$ cat src/rtl/sm83_idu_seq.sv
// Byte-serial 16-bit increment/decrement unit: low byte, then high byte with
// the latched carry/borrow, then a registered result plus wrap/OAM/error flags.
module sm83_idu_seq #(
    parameter int                W_BYTE   = 8,
    parameter logic [W_BYTE-1:0] OAM_PAGE = 8'hFE
) (
    input  logic                  clk,
    input  logic                  nreset,
    input  logic                  start,
    input  logic                  op_inc,
    input  logic                  op_dec,
    input  logic [2*W_BYTE-1:0]   operand,
    output logic                  busy,
    output logic                  done,
    output logic [2*W_BYTE-1:0]   result,
    output logic                  wrap,
    output logic                  oam_bug,
    output logic                  op_err
);

    typedef enum logic [1:0] {
        IDLE = 2'd0,
        LO   = 2'd1,
        HI   = 2'd2
    } state_t;

    localparam logic [W_BYTE:0] ONE = {{W_BYTE{1'b0}}, 1'b1};

    state_t              state;
    logic [2*W_BYTE-1:0] opnd;
    logic                add_q;
    logic                sub_q;
    logic                err_q;
    logic [W_BYTE-1:0]   lo_q;
    logic                c_q;

    logic [W_BYTE:0] step_lo;
    logic [W_BYTE:0] step_hi;
    logic [W_BYTE:0] lo_sum;
    logic [W_BYTE:0] hi_sum;

    // Bit W_BYTE of each sum is the carry (add) or borrow (sub) out of that byte.
    always_comb begin
        step_lo = (add_q | sub_q) ? ONE : '0;
        step_hi = {{W_BYTE{1'b0}}, c_q};
        if (sub_q) begin
            lo_sum = {1'b0, opnd[W_BYTE-1:0]} - step_lo;
            hi_sum = {1'b0, opnd[2*W_BYTE-1:W_BYTE]} - step_hi;
        end else begin
            lo_sum = {1'b0, opnd[W_BYTE-1:0]} + step_lo;
            hi_sum = {1'b0, opnd[2*W_BYTE-1:W_BYTE]} + step_hi;
        end
    end

    always_ff @(posedge clk or negedge nreset) begin
        if (!nreset) begin
            state   <= IDLE;
            opnd    <= '0;
            add_q   <= 1'b0;
            sub_q   <= 1'b0;
            err_q   <= 1'b0;
            lo_q    <= '0;
            c_q     <= 1'b0;
            busy    <= 1'b0;
            done    <= 1'b0;
            result  <= '0;
            wrap    <= 1'b0;
            oam_bug <= 1'b0;
            op_err  <= 1'b0;
        end else begin
            done <= 1'b0;
            case (state)
                IDLE: begin
                    if (start) begin
                        opnd  <= operand;
                        add_q <= op_inc & ~op_dec;
                        sub_q <= op_dec & ~op_inc;
                        err_q <= op_inc & op_dec;
                        busy  <= 1'b1;
                        state <= LO;
                    end
                end
                LO: begin
                    lo_q  <= lo_sum[W_BYTE-1:0];
                    c_q   <= lo_sum[W_BYTE];
                    state <= HI;
                end
                HI: begin
                    result  <= {hi_sum[W_BYTE-1:0], lo_q};
                    wrap    <= hi_sum[W_BYTE];
                    oam_bug <= (add_q | sub_q) &&
                               (opnd[2*W_BYTE-1:W_BYTE] == OAM_PAGE);
                    op_err  <= err_q;
                    done    <= 1'b1;
                    busy    <= 1'b0;
                    state   <= IDLE;
                end
                default: begin
                    busy  <= 1'b0;
                    state <= IDLE;
                end
            endcase
        end
    end

endmodule

$ cat config.mk
export PLATFORM = sky130hd
export DESIGN_NAME = sm83_idu_seq
export DESIGN_NICKNAME = d
export VERILOG_FILES = /design/src/rtl/sm83_idu_seq.sv
export SDC_FILE = /design/constraint.sdc
export NUM_CORES = 1
export LEC_CHECK = 0
export CAP_MARGIN = 15
export CORE_MARGIN = 5
export CORE_UTILIZATION = 25
export CTS_CLUSTER_DIAMETER = 150
export DETAILED_ROUTE_END_ITERATION = 12
export HOLD_SLACK_MARGIN = 0.1
export RECOVER_POWER = 50
export SKIP_CTS_REPAIR_TIMING = 1
export SLEW_MARGIN = 20
export SYNTH_ARGS = -nofsm -noshare
export SYNTH_HDL_FRONTEND = slang
export SYNTH_SLANG_ARGS = --single-unit
$ cat constraint.sdc
create_clock -name clk -period 6.3 [get_ports clk]
set_input_delay 0.945 -clock clk [delete_from_list [all_inputs] [get_ports clk]]
set_output_delay 0.945 -clock clk [all_outputs]
set_load 0.02 [all_outputs]
==> results of run 1 <==
per-layer routing:
metal | wire (um) | share of wire [%] | vias to the layer above
met2 | 2300 | 45 | 33
met1 | 2420 | 47 | 824
met5 | 0 | 0 | -
met4 | 123 | 2.4 | 0
li1 | - | - | 953
met3 | 311 | 6.0 | 9
power by group through the flow:
| stage | sequential (W) | combinational [W] | clock [W] |
|---|---|---|---|
| global placement | 0.000513 | 0.000683 | 0 |
| CTS | 0.000510 | 0.000695 | 0.000212 |
| global route | 0.000524 | 0.000768 | 0.000226 |
| floorplan | 0.000570 | 0.000404 | 0 |
| detailed placement | 0.000516 | 0.000691 | 0 |
| finish | 0.000507 | 0.000683 | 0.000202 |
registers in the layout, summed over array words and instances (netlist names):
name,cells
wrap,1
lo_q,8
add_q,1
oam_bug,1
op_err,1
result,16
state,2
opnd,16
busy,1
err_q,1
c_q,1
sub_q,1
done,1
synthesized netlist by cell type, types with 4 or more instances:
master | count | area [um^2]
dfrtp_1 | 51 | 1280
nand2_1 | 49 | 184
o21ai_0 | 22 | 110
ha_1 | 16 | 200
inv_1 | 16 | 60.1
mux2_2 | 12 | 135
nor2_1 | 10 | 37.5
a21oi_1 | 8 | 40.0
nand2b_1 | 7 | 43.8
o21a_1 | 7 | 52.6
o31ai_1 | 6 | 45.0
clkbuf_1 | 5 | 18.8
xor2_1 | 5 | 43.8
nor3_1 | 4 | 20.0
or3_1 | 4 | 25.0
logic make-up after synthesis:
kind of cell             count (synthesis)
AO/OA/AOI/OAI                           58
XOR/XNOR                                 6
adder cells (fa/ha/maj)                 18
buffers and inverters                   24
flip-flops                              51
multiplexers                            12
AND/OR/NAND/NOR                         83
tightest hold or removal path, cell delays in order, from the launching register on:
cell,delay (ps)
dfrtp_1,350
nand2_1,50
nand2_1,50
stage by stage:
stage	hold WS (ps)	std cells	setup WS [ps]	power (W)
2_1_floorplan	439	252	4230	0.000975
4_1_cts	487	429	3950	0.00142
6_report	477	429	3220	0.00139
5_1_grt	494	429	2570	0.00152
3_5_place_dp	462	421	3610	0.00121
3_3_place_gp	457	421	3650	0.00120
worst paths after layout:
| kind | from | end | cells after the start |
|---|---|---|---|
| min in group asynchronous | nreset | err_q$_DFFE_PN0P_ | 2 |
| worst min-delay path | result[4]$_DFFE_PN0P_ | result[4]$_DFFE_PN0P_ | 2 |
| worst min register to register | result[4]$_DFFE_PN0P_ | result[4]$_DFFE_PN0P_ | 2 |
| worst max-delay path | nreset | lo_q[6]$_DFFE_PN0N_ | 2 |
| worst max register to register | sub_q$_DFFE_PN0P_ | wrap$_DFFE_PN0P_ | 8 |
| max in group clk | start | opnd[4]$_DFFE_PN0P_ | 4 |
cell type report:
class / instances / share of cell area [%]
repair buffers: 44 / 13.2
clock inverters: 2 / 0.509
multi-input cells: 177 / 36.7
flip-flops and latches: 51 / 40.0
inverters: 16 / 1.88
well taps: 133 / 5.21
clock buffers: 6 / 2.59
==> results.tsv, run 1 <==
metric	value	unit
Simple-Gate Fraction of Synth Area	14.9	%
Top FF cell, synth	dfrtp_1	
Max rail drop VDD	0.128	mV
Post-Route Skew	4.85	ps
gr busiest metal	met2	
initial antenna violation count	0	
Post-synth EDFFs	0	
Core Region	9820	um^2
Initial DRT Pass Iterations	4	
Final Setup Violations	0	
PortBufs	41	
Syn Nets	291	
Reg area	1280	um^2
crit-path max cell delay	1880	ps
n_diodes	0	
largest family of logic cells by synthesized area	simple AND/OR/NAND/NOR gates	
via count	1819	
Leakage	1.44	nW
outcome	complete, but fails checks	
Post-Route WL	5160	um
Avg Inst Size Synth	10.1	um^2
CP top delay family	buffers and inverters	
critical path peak fanout	51	
commonest non-fill, non-tap cell in the layout	dfrtp_1	
largest net degree at the start of global routing	52	
P&R area growth vs syn	26.0	%
sequential area share after synthesis	50.3	%
GR Util met3	2.95	%
Slew headroom	-77.9	%
DRC	0	
cells after synthesis	252	
Critical Path AT	2930	ps
post-synthesis mux area share	5.33	%
CP Capture Type	asynchronous set/reset pin	
P_sw	0.000540	W
Internal Pwr Total	0.000853	W
Flop pwr share	36.4	%
RSZ-0062 raised after global routing	no	
num ports	42	
Filler Cell Count	1017	
Routed Antenna Nets	0	
fin crit period	3080	ps
final hold vios	0	
slowest CP cell	clkbuf_1	
complex-gate fraction of the synthesized area	14.3	%
CP Launch Type	primary input	
Starting Density	25.8	%
post-route setup TNS	0	ps
grt met2 use	13.8	%
Logic pwr share	49.1	%
HPWL Detailed	3920	um
Synth cell types	35	
first-pass GRT wire length	8990	um
Worst-path clk slew	90	ps
Worst Tran Pin Value	2670	ps
CTS max path bufs	2	
Num CTS Buffers	5	
ratio of cells with drive above 1 in the final layout	8.11	%
WL per Instance	12.0	um
routing usage on met1	11.2	%
die width	111	um
asr flop ratio synth	100	%
routability cong.	0.794	
Clock Sinks	51	
Synth Cell Area	2530	um^2
Final Instance Area	3190	um^2
Rows	36	
FF+latch count, synth	51	
die area	12300	um^2
CP Data Required Time	6160	ps
Die H	111	um
max-cap violations	1	
Post-DP Area	3100	um^2
CTS tree	done	
Final Max Tran Viols	52	
worst skew pair latency	300	ps
H-tree depth	2	
setup slack, reg-to-reg	4030	ps
Iter 0 DRT Violations	37	
kind of critical path	in2async	
HP Class	reg2reg	
Buf+Inv Stages, Crit Path	2	
Sw Share	38.8	%
total track usage	8.91	%
Ys Warns	0	
Root Buffer	clkbuf_8	
nets	334	
vias in the first global route	1827	
period utilization	48.9	%
Post-Synth Adder-Cell Area	9.48	%
clock power share	14.5	%
grt total ovfl	0	
worst path cell trace	buf_2, clkbuf_1	
Via density	4.24	
area occupied by multi-input gates	1170	um^2
post-synthesis xor/xnor area fraction	2.07	%
pwr/cell area	436	nW/um^2
most frequent cells in the layout	dfrtp_1 (51), nand2_1 (49), clkdlybuf4s50_1 (40)	
Final Core Density	32.5	%
f_max	0.325	GHz
failing checks	max-capacitance violations, max-slew violations	
(Power assumes the default switching activity.)
==> run 2, diff against run 1 <==
==> constraint.sdc (replaced) <==
create_clock -name clk -period 2.9 [get_ports clk]
set_input_delay 0.435 -clock clk [delete_from_list [all_inputs] [get_ports clk]]
set_output_delay 0.435 -clock clk [all_outputs]
set_load 0.02 [all_outputs]
==> run 2 against run 1 <==
  * The flow still finishes with violations (max-capacitance violations, max-slew violations)
  * Global-route usage rose by 0.45 points
  * Clock-buffer cell count fell by 1
  * Critical path depth rose by 6
  * Flip-flop and latch count did not move
  * Sequential power rose by 120%
  * Clock skew rose by 0.80 ps
==> results.tsv, run 2 (synthesis results as in run 1) <==
metric	value	unit
most frequent cells in the layout	dfrtp_1 (51), nand2_1 (49), clkdlybuf4s50_1 (39)	
reg2reg path depth	8	
Power Total	0.00302	W
n_diodes	0	
PortBufs	41	
Clock Sinks	51	
period utilization	77.7	%
Via density	4.33	
nets	335	
Flop pwr share	36.5	%
initial antenna violation count	0	
routability cong.	0.812	
critical path peak fanout	8	
CP Capture Type	register	
Final Setup Violations	0	
max-cap violations	1	
vias in the first global route	1956	
Internal Pwr Total	0.00183	W
Starting Density	25.8	%
Slew headroom	-4.88	%
Rows	36	
Die H	111	um
Post-DP Area	3110	um^2
Filler Cell Count	1048	
outcome	complete, but fails checks	
via count	1862	
WL per Instance	12.4	um
grt total ovfl	0	
post-route setup TNS	0	ps
CP Launch Type	register	
HP Class	reg2reg	
CP Data Required Time	3140	ps
die width	111	um
P&R area growth vs syn	25.5	%
CTS max path bufs	2	
H-tree depth	2	
failing checks	max-capacitance violations, max-slew violations	
Sw Share	39.5	%
Initial DRT Pass Iterations	4	
worst skew pair latency	310	ps
Root Buffer	clkbuf_8	
Post-Route Skew	5.66	ps
Worst-path clk slew	100	ps
commonest non-fill, non-tap cell in the layout	dfrtp_1	
Max rail drop VDD	0.240	mV
die area	12300	um^2
Post-Route WL	5330	um
kind of critical path	reg2reg	
DRC	0	
Leakage	1.44	nW
Worst Tran Pin Value	1570	ps
Critical Path AT	2490	ps
total track usage	9.36	%
Reg area	1280	um^2
num ports	42	
final hold vios	0	
area occupied by multi-input gates	1170	um^2
HPWL Detailed	4110	um
Iter 0 DRT Violations	78	
fin crit period	2250	ps
first-pass GRT wire length	9530	um
RSZ-0062 raised after global routing	no	
pwr/cell area	951	nW/um^2
Final Instance Area	3180	um^2
Num CTS Buffers	5	
hold depth	2	
ratio of cells with drive above 1 in the final layout	7.74	%
CTS tree	done	
largest registers	opnd x16, result x16, lo_q x8	
Routed Antenna Nets	0	
largest net degree at the start of global routing	29	
Core Region	9820	um^2
Final Max Tran Viols	29	
f_max	0.444	GHz
clock power share	13.8	%
Logic pwr share	49.7	%
P_sw	0.00119	W
[run 2: power groups by stage]
| stage | clock, W | sequential [W] | combinational (W) |
|---|---|---|---|
| global placement | 0 | 0.00112 | 0.00149 |
| detailed placement | 0 | 0.00113 | 0.00151 |
| finish | 0.000418 | 0.00110 | 0.00150 |
| global route | 0.000468 | 0.00114 | 0.00169 |
| floorplan | 0 | 0.00124 | 0.000879 |
| CTS | 0.000435 | 0.00111 | 0.00152 |
[run 2: routing by layer]
| layer | vias to the layer above | global-route usage [%] | share of wire, % |
|---|---|---|---|
| met3 | 6 | 3.06 | 5.2 |
| met2 | 33 | 15.0 | 46 |
| met4 | 0 | 3.69 | 1.8 |
| li1 | 955 | - | - |
| met5 | - | 0 | 0 |
| met1 | 868 | 11.7 | 47 |
[run 2: path summary, 6_finish.rpt]
check                               startpoint                     end  slack [ps]
setup / recovery             sub_q$_DFFE_PN0P_        wrap$_DFFE_PN0P_         650
setup reg to reg             sub_q$_DFFE_PN0P_        wrap$_DFFE_PN0P_         650
hold / removal             lo_q[2]$_DFFE_PN0N_   result[2]$_DFFE_PN0P_         480
max in group asynchronous               nreset       add_q$_DFFE_PN0P_        1060
hold reg to reg            lo_q[2]$_DFFE_PN0N_   result[2]$_DFFE_PN0P_         480
min in group asynchronous               nreset  result[10]$_DFFE_PN0P_         500
[run 2: metrics by stage]
stage               setup slack (ps)  hold WS (ps)  std cells  utilization, %
floorplan                        829           139        252               -
CTS                              637           162        430            32.6
detailed placement               671           458        422            31.7
global placement                 727           453        422            31.7
finish                           645           478        430            32.4
global route                     498           502        430            32.4
[run 2: critical path, cell delays in order, from the launching register on]
cell and delay, ps:
dfrtp_1 380, inv_1 80, nand2_1 180, ha_1 390, nor2b_4 150, o31a_1 280
o211a_1 240, or3_1 300, a31oi_1 170
[run 2: final cells by class]
| class | count | share of cell area [%] |
|---|---|---|
| sequential | 51 | 40.1 |
| multi-input combinational | 177 | 36.7 |
| timing repair buffer | 45 | 13.3 |
| tap | 133 | 5.23 |
| clock buffer | 5 | 2.16 |
| inverter | 16 | 1.89 |
| clock inverter | 3 | 0.590 |
